[src/rtl/sram_controller_pkg.sv]
// Shared definitions for the MEM-stage SRAM controller: FSM state encoding,
// default timing/base address, and the byte-address to SRAM word-index mapping.
package sram_controller_pkg;

  typedef enum logic [1:0] {
    IDLE,
    LOW,
    HIGH,
    DONE
  } state_t;

  localparam int unsigned ACCESS_CYCLES_DEFAULT = 2;
  localparam logic [31:0] BASE_ADDR_DEFAULT     = 32'd1024;

  // Offset wraps modulo 2^32, so addresses below the base alias to the top of SRAM.
  function automatic logic [16:0] word_index(input logic [31:0] addr,
                                             input logic [31:0] base);
    logic [31:0] offset;
    offset = addr - base;
    return offset[18:2];
  endfunction

endpackage

[src/rtl/sram_controller_if.sv]
// Pipeline-side MEM-stage bus between the CPU and the SRAM controller.
interface sram_controller_if;

  logic        MEM_R_EN;
  logic        MEM_W_EN;
  logic [31:0] Address;
  logic [31:0] Write_Data;
  logic [31:0] Read_Data;
  logic        Ready;

  modport master (
    output MEM_R_EN, MEM_W_EN, Address, Write_Data,
    input  Read_Data, Ready
  );

  modport slave (
    input  MEM_R_EN, MEM_W_EN, Address, Write_Data,
    output Read_Data, Ready
  );

endinterface

[src/rtl/sram_controller.sv]
// Splits each 32-bit MEM-stage access into two 16-bit SRAM half-accesses
// (low half, then high half), stalling the pipeline via Ready until done.
module sram_controller
  import sram_controller_pkg::*;
#(
  parameter int unsigned ACCESS_CYCLES = ACCESS_CYCLES_DEFAULT,
  parameter logic [31:0] BASE_ADDR     = BASE_ADDR_DEFAULT
) (
  input  logic                clk,
  input  logic                rst,
  sram_controller_if.slave    bus,
  output logic [17:0]         SRAM_ADDR,
  input  logic [15:0]         SRAM_DQ_in,
  output logic [15:0]         SRAM_DQ_out,
  output logic                SRAM_DQ_OE,
  output logic                SRAM_WE_N
);

  localparam logic [3:0] LAST_CYCLE = 4'(ACCESS_CYCLES - 1);

  state_t      state, state_nxt;
  logic [3:0]  cnt, cnt_nxt;
  logic [15:0] low_half;
  logic [31:0] read_data;
  logic        ready;
  logic        req;
  logic        is_write;
  logic        last_cycle;
  logic [16:0] idx;

  // A write wins when both enables are high, so only pure reads touch Read_Data.
  assign req        = bus.MEM_R_EN | bus.MEM_W_EN;
  assign is_write   = bus.MEM_W_EN;
  assign idx        = word_index(bus.Address, BASE_ADDR);
  assign last_cycle = (cnt == LAST_CYCLE);

  // NOTE: sequential state uses non-blocking (<=) so every register samples
  // pre-edge values; blocking here would create order-dependent races.
  always_ff @(posedge clk or negedge rst) begin
    if (!rst) begin
      state <= IDLE;
      cnt   <= '0;
    end else begin
      state <= state_nxt;
      cnt   <= cnt_nxt;
    end
  end

  // NOTE: every output of this block gets a default first; a path that
  // skips an assignment would otherwise infer a latch.
  always_comb begin
    state_nxt   = state;
    cnt_nxt     = cnt;
    ready       = 1'b0;
    SRAM_ADDR   = '0;
    SRAM_DQ_out = '0;
    SRAM_DQ_OE  = 1'b0;
    SRAM_WE_N   = 1'b1;
    unique case (state)
      IDLE: begin
        ready = !req;
        if (req) begin
          state_nxt = LOW;
          cnt_nxt   = '0;
        end
      end
      LOW: begin
        SRAM_ADDR   = {idx, 1'b0};
        SRAM_DQ_out = bus.Write_Data[15:0];
        SRAM_DQ_OE  = is_write;
        SRAM_WE_N   = !is_write;
        if (last_cycle) begin
          state_nxt = HIGH;
          cnt_nxt   = '0;
        end else begin
          cnt_nxt = cnt + 4'd1;
        end
      end
      HIGH: begin
        SRAM_ADDR   = {idx, 1'b1};
        SRAM_DQ_out = bus.Write_Data[31:16];
        SRAM_DQ_OE  = is_write;
        SRAM_WE_N   = !is_write;
        if (last_cycle) begin
          state_nxt = DONE;
          cnt_nxt   = '0;
        end else begin
          cnt_nxt = cnt + 4'd1;
        end
      end
      DONE: begin
        ready     = 1'b1;
        state_nxt = IDLE;
      end
      default: state_nxt = IDLE;
    endcase
  end

  // NOTE: the read-data registers are datapath, yet they are reset because
  // Read_Data is architecturally visible and must read zero out of reset.
  always_ff @(posedge clk or negedge rst) begin
    if (!rst) begin
      low_half  <= '0;
      read_data <= '0;
    end else if (!is_write && last_cycle) begin
      if (state == LOW)  low_half  <= SRAM_DQ_in;
      if (state == HIGH) read_data <= {SRAM_DQ_in, low_half};
    end
  end

  assign bus.Ready     = ready;
  assign bus.Read_Data = read_data;

endmodule

[src/flat_wrapper.sv]
// flat-port wrapper written by rule: the top's interface ports become plain ports
module sram_controller_flat import sram_controller_pkg::*;
#(
  parameter int unsigned ACCESS_CYCLES = ACCESS_CYCLES_DEFAULT,
  parameter logic [31:0] BASE_ADDR     = BASE_ADDR_DEFAULT
)
  (clk, rst, SRAM_ADDR, SRAM_DQ_in, SRAM_DQ_out, SRAM_DQ_OE, SRAM_WE_N, bus_MEM_R_EN, bus_MEM_W_EN, bus_Address, bus_Write_Data, bus_Read_Data, bus_Ready);
  sram_controller_if bus_i ();
  input  logic clk;
  input  logic rst;
  output logic [17:0] SRAM_ADDR;
  input  logic [15:0] SRAM_DQ_in;
  output logic [15:0] SRAM_DQ_out;
  output logic SRAM_DQ_OE;
  output logic SRAM_WE_N;
  input wire logic [$bits(bus_i.MEM_R_EN)-1:0] bus_MEM_R_EN;
  input wire logic [$bits(bus_i.MEM_W_EN)-1:0] bus_MEM_W_EN;
  input wire logic [$bits(bus_i.Address)-1:0] bus_Address;
  input wire logic [$bits(bus_i.Write_Data)-1:0] bus_Write_Data;
  output wire logic [$bits(bus_i.Read_Data)-1:0] bus_Read_Data;
  output wire logic [$bits(bus_i.Ready)-1:0] bus_Ready;
  assign bus_i.MEM_R_EN = bus_MEM_R_EN;
  assign bus_i.MEM_W_EN = bus_MEM_W_EN;
  assign bus_i.Address = bus_Address;
  assign bus_i.Write_Data = bus_Write_Data;
  assign bus_Read_Data = bus_i.Read_Data;
  assign bus_Ready = bus_i.Ready;
  sram_controller #(.ACCESS_CYCLES(ACCESS_CYCLES), .BASE_ADDR(BASE_ADDR)) u_core (.clk(clk), .rst(rst), .bus(bus_i), .SRAM_ADDR(SRAM_ADDR), .SRAM_DQ_in(SRAM_DQ_in), .SRAM_DQ_out(SRAM_DQ_out), .SRAM_DQ_OE(SRAM_DQ_OE), .SRAM_WE_N(SRAM_WE_N));
endmodule
[config.mk]
export PLATFORM = sky130hd
export DESIGN_NAME = sram_controller_flat
export DESIGN_NICKNAME = d
export VERILOG_FILES = /design/src/rtl/sram_controller_pkg.sv /design/src/rtl/sram_controller_if.sv /design/src/rtl/sram_controller.sv /design/src/flat_wrapper.sv
export SDC_FILE = /design/constraint.sdc
export NUM_CORES = 1
export LEC_CHECK = 0
export CORE_ASPECT_RATIO = 1.25
export CORE_MARGIN = 3
export CORE_UTILIZATION = 40
export DETAILED_ROUTE_END_ITERATION = 12
export GPL_TIMING_DRIVEN = 0
export HOLD_SLACK_MARGIN = 0.06
export PLACE_DENSITY = 0.87
export SETUP_SLACK_MARGIN = 0.15
export SYNTH_ARGS = -nofsm -noshare
export SYNTH_HDL_FRONTEND = slang
export SYNTH_SLANG_ARGS = --single-unit
[constraint.sdc]
create_clock -name clk -period 3.2 [get_ports clk]
set_clock_uncertainty 0.2 [all_clocks]
set_input_delay 0.64 -clock clk [delete_from_list [all_inputs] [get_ports clk]]
set_output_delay 0.64 -clock clk [all_outputs]
set_load 0.05 [all_outputs]
# Word level (Yosys, flattened, before mapping)
# Index checks and enable logic that the tools add are counted.
word_totals:
  in_bits: 84
  output_inout_bits: 69
  mem_bits_rw: 0
  wordCells: 36
  romBits: 0
  latchBits: 0
  mem_count: 0
  register_bits: 54
classes:
  mux: 12
  multipliers: 0
  n_lt_le_gt_ge: 0
  n_bitwise: 1
  n_eq_ne: 7
  n_div: 0
  reduce_logical: 10
  n_shift: 0
  add_sub_neg: 2
ops:
  columns: ["op", "n"]
  rows:
  - ["18-bit case mux with 2 select lines", 1]
  - ["16-bit case mux with 2 select lines", 1]
  - ["19-bit by 11-bit subtractor with 19-bit output, second input constant", 1]
  - ["4-bit two-way mux", 2]
  - ["2-bit case mux with 4 select lines", 1]
  - ["4-bit case mux with 2 select lines", 1]
  - ["2-bit two-way mux", 3]
  - ["2-bit by 1-bit != test with 1-bit output, second input constant", 3]
  - ["2-bit AND reduction", 3]
  - ["4-bit by 1-bit adder with 4-bit output, second input constant", 1]
  - ["2-bit == test, second input constant", 2]
  - ["4-bit by 1-bit == test with 1-bit output, second input constant", 1]
  - ["3-bit AND reduction", 1]
  - ["2-bit by 1-bit == test with 1-bit output, second input constant", 1]
  - ["1-bit logical NOT", 2]
  - ["2-bit logical NOT", 1]
  - ["1-bit two-way mux", 2]
  - ["1-bit case mux with 2 select lines", 1]
  - ["2-bit nonzero test", 1]
  - ["2-bit OR reduction", 1]
  - ["1-bit logical AND", 1]
  - ["1-bit OR", 1]

# Longest topological paths before layout
logic_depth:
  word_depth: 4
  depth_mapped: 6
  mapped_depth_nobuf: 5

# Worst setup path after synthesis
# No wires, ideal clock.
synth_path:
  kind: "input to output"
  startpoint: "in bus_Address[10]"
  endpoint: "out SRAM_ADDR[17]"
  setup_slack_ps: -144
  n_path_buf: 0
  cell_stages: 5
  t_required_ps: 2360
  arrival_ps: 2504
  path_cell_list: "inv_1 ha_1 or3b_4 or4_1 a21oi_1"
synth_via:
  elab_chain_len: 2
synth_rtl:
  columns: ["item", "line", "rtl"]
  rows:
  - ["from (decl)", "flat_wrapper.sv:18", "input wire logic [$bits(bus_i.Address)-1:0] bus_Address;"]
  - ["19-bit by 11-bit subtractor with 19-bit output", "sram_controller_pkg.sv:19", "offset = addr - base;"]
  - ["18-bit case mux with 2 select lines", "sram_controller.sv:59", "unique case (state)"]
  - ["to (decl)", "flat_wrapper.sv:11", "output logic [17:0] SRAM_ADDR;"]
# Every way passes these cells.

# Worst setup path after layout
layout_path:
  startpoint: "reg u_core.state[1]"
  endpoint: "out SRAM_ADDR[11]"
layout_via:
  elab_chain_len: 2
  word_cells_on_any_way: 3
  cone_classes: "eq/ne: 2; mux: 1"
layout_rtl:
  columns: ["item", "line", "rtl"]
  rows:
  - ["from (decl)", "sram_controller.sv:21", "state_t state, state_nxt;"]
  - ["from (signal assigned)", "sram_controller.sv:44", "state <= state_nxt;"]
  - ["2-bit == test or 2-bit by 1-bit == test with 1-bit output (tied branches)", "sram_controller.sv:59", null]
  - ["18-bit case mux with 2 select lines *", "sram_controller.sv:59", null]
# Every way passes the cells marked *; elsewhere a longest branch is shown, timed or not.

==> reports/qor.yml <==
yosysTopAreaCellShare_pct: 50.3
fin_crit_ns: 3.02
drtPass1Iterations: 4
fin_ws_ns: 0.185
cts_root_buffer: "clkbuf_8"
fin_nets: 462
setup.worst_path.end_class: "output port"
r2r_cells: 6
peakVddDrop_v: 0.000750
drive_gt1_share_pct: 36.9
cp-start-kind: "flop"
cts_sinks: 54
status: "finished, final reports clean"
worstPathArrival_ns: 2.18
place_area_um2: 4210
dieArea_um2: 7740
drc_errors: 0
cp_data_required_time_ns: 2.36
cts_buffers: 5
finalCritPeriodShare_pct: 94.2
nFillCells: 513
area_growth_pct: 60.3
timing_hold_violations_final: 0
ys_async_sr_fraction_pct: 100
dp_hpwl_um: 6020
synth_nets: 312
rsz0062_at_grt: "true"
ant_nets: 0
path_class: "reg2out"
synth.most_common_cell: "dfrtp_1"
first_global_vias: 2601
post-route-util_pct: 68.1
synth.distinct_cells: 37
cts_tree: "done"
rows: 32
whs_path_depth: 1
via_count: 2341
synth_edf_count: 0
synth_area_um2: 2690
initial_utilization_pct: 42.5
slew_headroom_pct: 63.5
yosys-top-cells-area: "dfrtp_1 (50%), mux2_2 (20%), a22oi_1 (4.5%), ha_1 (3.7%), nor2b_1 (3.7%)"
drv_cap: 0
numPortBuffers: 137
power_mw: 5.02
grt_overflow: 0
fin_area_um2: 4310
grt_pass1_wl_um: 12600
vias_per_cell: 5.13
report.final.slew_viol_count: 0
synthCells: 220
path_clk_slew_ns: 0.09
htree_levels: 2
pre_cts_slack_ns: -0.900
worstHoldPathType: "reg2reg"
die_x_um: 79.3
worstPathMaxFanout: 10
wl_um: 7880
power_density_nw_per_um2: 1170
ys.warnings.count: 0
drtIter0Drc: 78
gp_congestion: 0.719
synth_top_area_cell: "dfrtp_1"
rrSetupSlack_ns: 1.11
core_um2: 6330
ys.flop_type: "dfrtp_1"
yosys-top-cells-count: "dfrtp_1 (54), mux2_2 (48), a22oi_1 (16), nor2b_1 (16), and2_1 (10)"
cts.path.max_buffers: 2
antenna_found_initial: 0
synth-seq-cells: 54
ioPinCount: 153
wl_per_cell_um: 17.3
grt_max_degree: 44
setup_violations: 0
ys_seq_area_share_pct: 50.3
tightest_slew_ns: 0.545
grtUsageTotal_pct: 20.6
antenna_cells: 0
hold_ws_ns: 0.309
synth_area_per_cell_um2: 12.2
fmax_mhz: 332
die_y_um: 97.6
leakagePower_nw: 1.92
clk_latency_ns: 0.31
-- worst max-delay path: stages, from the launching register on --
cell and delay, ns:
dfrtp_1 0.41, inv_1 0.10, ha_1 0.30, clkbuf_2 0.19, clkbuf_4 0.22, nand2_2 0.15, nor2_1 0.13, clkdlybuf4s15_2 0.37
-- report_power, final --
| group | internal (mW) | total, mW | switching (mW) |
|---|---|---|---|
| clock | 0.178 | 0.392 | 0.214 |
| combinational | 1.22 | 3.45 | 2.23 |
| sequential | 0.996 | 1.18 | 0.179 |
-- cells in the final DEF, fill, tap and decap left out, types with 7 or more instances in the layout --
master / count
buf_4: 14
a22oi_1: 16
and2_1: 9
mux2_2: 48
clkdlybuf4s50_1: 93
clkbuf_2: 9
nor2b_1: 7
ha_1: 7
nor2b_2: 9
dfrtp_1: 54
nor2_1: 7
buf_2: 17
-- metal layers --
layer / track usage (%) / wire length [um] / vias up
li1: - / - / 1082
met1: 19.0 / 2610 / 1146
met3: 9.83 / 918 / 6
met2: 39.4 / 4280 / 107
met4: 5.03 / 75 / 0
met5: 0 / 0 / -
-- flip-flops by register name (all words and copies together) (netlist names) --
register,flops
u_core.bus.Read_Data,32
u_core.cnt,4
u_core.low_half,16
u_core.state,2
-- timing repair --
item | CTS | global route
resized for setup | 151 | 70
cloned | 0 | 0
setup buffers | 3 | 1
pin swaps | 5 | 4
hold endpoints to repair | 11 | 0
hold buffers | 1 | 0
endpoints found under the setup margin | 36 | 34
-- per-stage QoR --
stage	TNS, ns	std cells
final	0	456
after global placement	-18.97	442
after CTS	0	455
after global routing	0	456
after floorplan	-0.213	220
after detailed placement	-8.91	443
-- cell families (layout without fill, tap and decap cells) --
group,Yosys count,after routing,share of synthesized area [%]
XOR/XNOR,2,2,0.652
multiplexers,49,49,20.5
AO/OA/AOI/OAI,36,36,9.18
flip-flops,54,54,50.3
buffers and inverters,17,168,2.56
AND/OR/NAND/NOR,54,54,13.0
adder cells (fa/ha/maj),8,8,3.73
-- layout make-up --
class / instances / area [um^2] / area share, %
plain buffers: 11 / 60.1 / 1.39
clock buffers: 6 / 82.6 / 1.92
clock inverters: 2 / 16.3 / 0.378
inverters: 6 / 22.5 / 0.523
multi-input cells: 149 / 1350 / 31.3
flip-flops and latches: 54 / 1350 / 31.4
well taps: 85 / 106 / 2.47
repair buffers: 143 / 1320 / 30.7
-- final timing paths --
check,startpoint,to
setup / recovery,u_core.state[1]$_DFFE_PN0P_,SRAM_ADDR[11]
hold / removal,u_core.low_half[3]$_DFFE_PN0P_,u_core.low_half[3]$_DFFE_PN0P_
setup reg to reg,u_core.state[0]$_DFFE_PN0P_,u_core.bus.Read_Data[4]$_DFFE_PN0P_
hold reg to reg,u_core.low_half[3]$_DFFE_PN0P_,u_core.low_half[3]$_DFFE_PN0P_
max in group asynchronous,rst,u_core.bus.Read_Data[16]$_DFFE_PN0P_
min in group asynchronous,rst,u_core.low_half[5]$_DFFE_PN0P_
No activity file was read; power rests on OpenSTA's default activity.
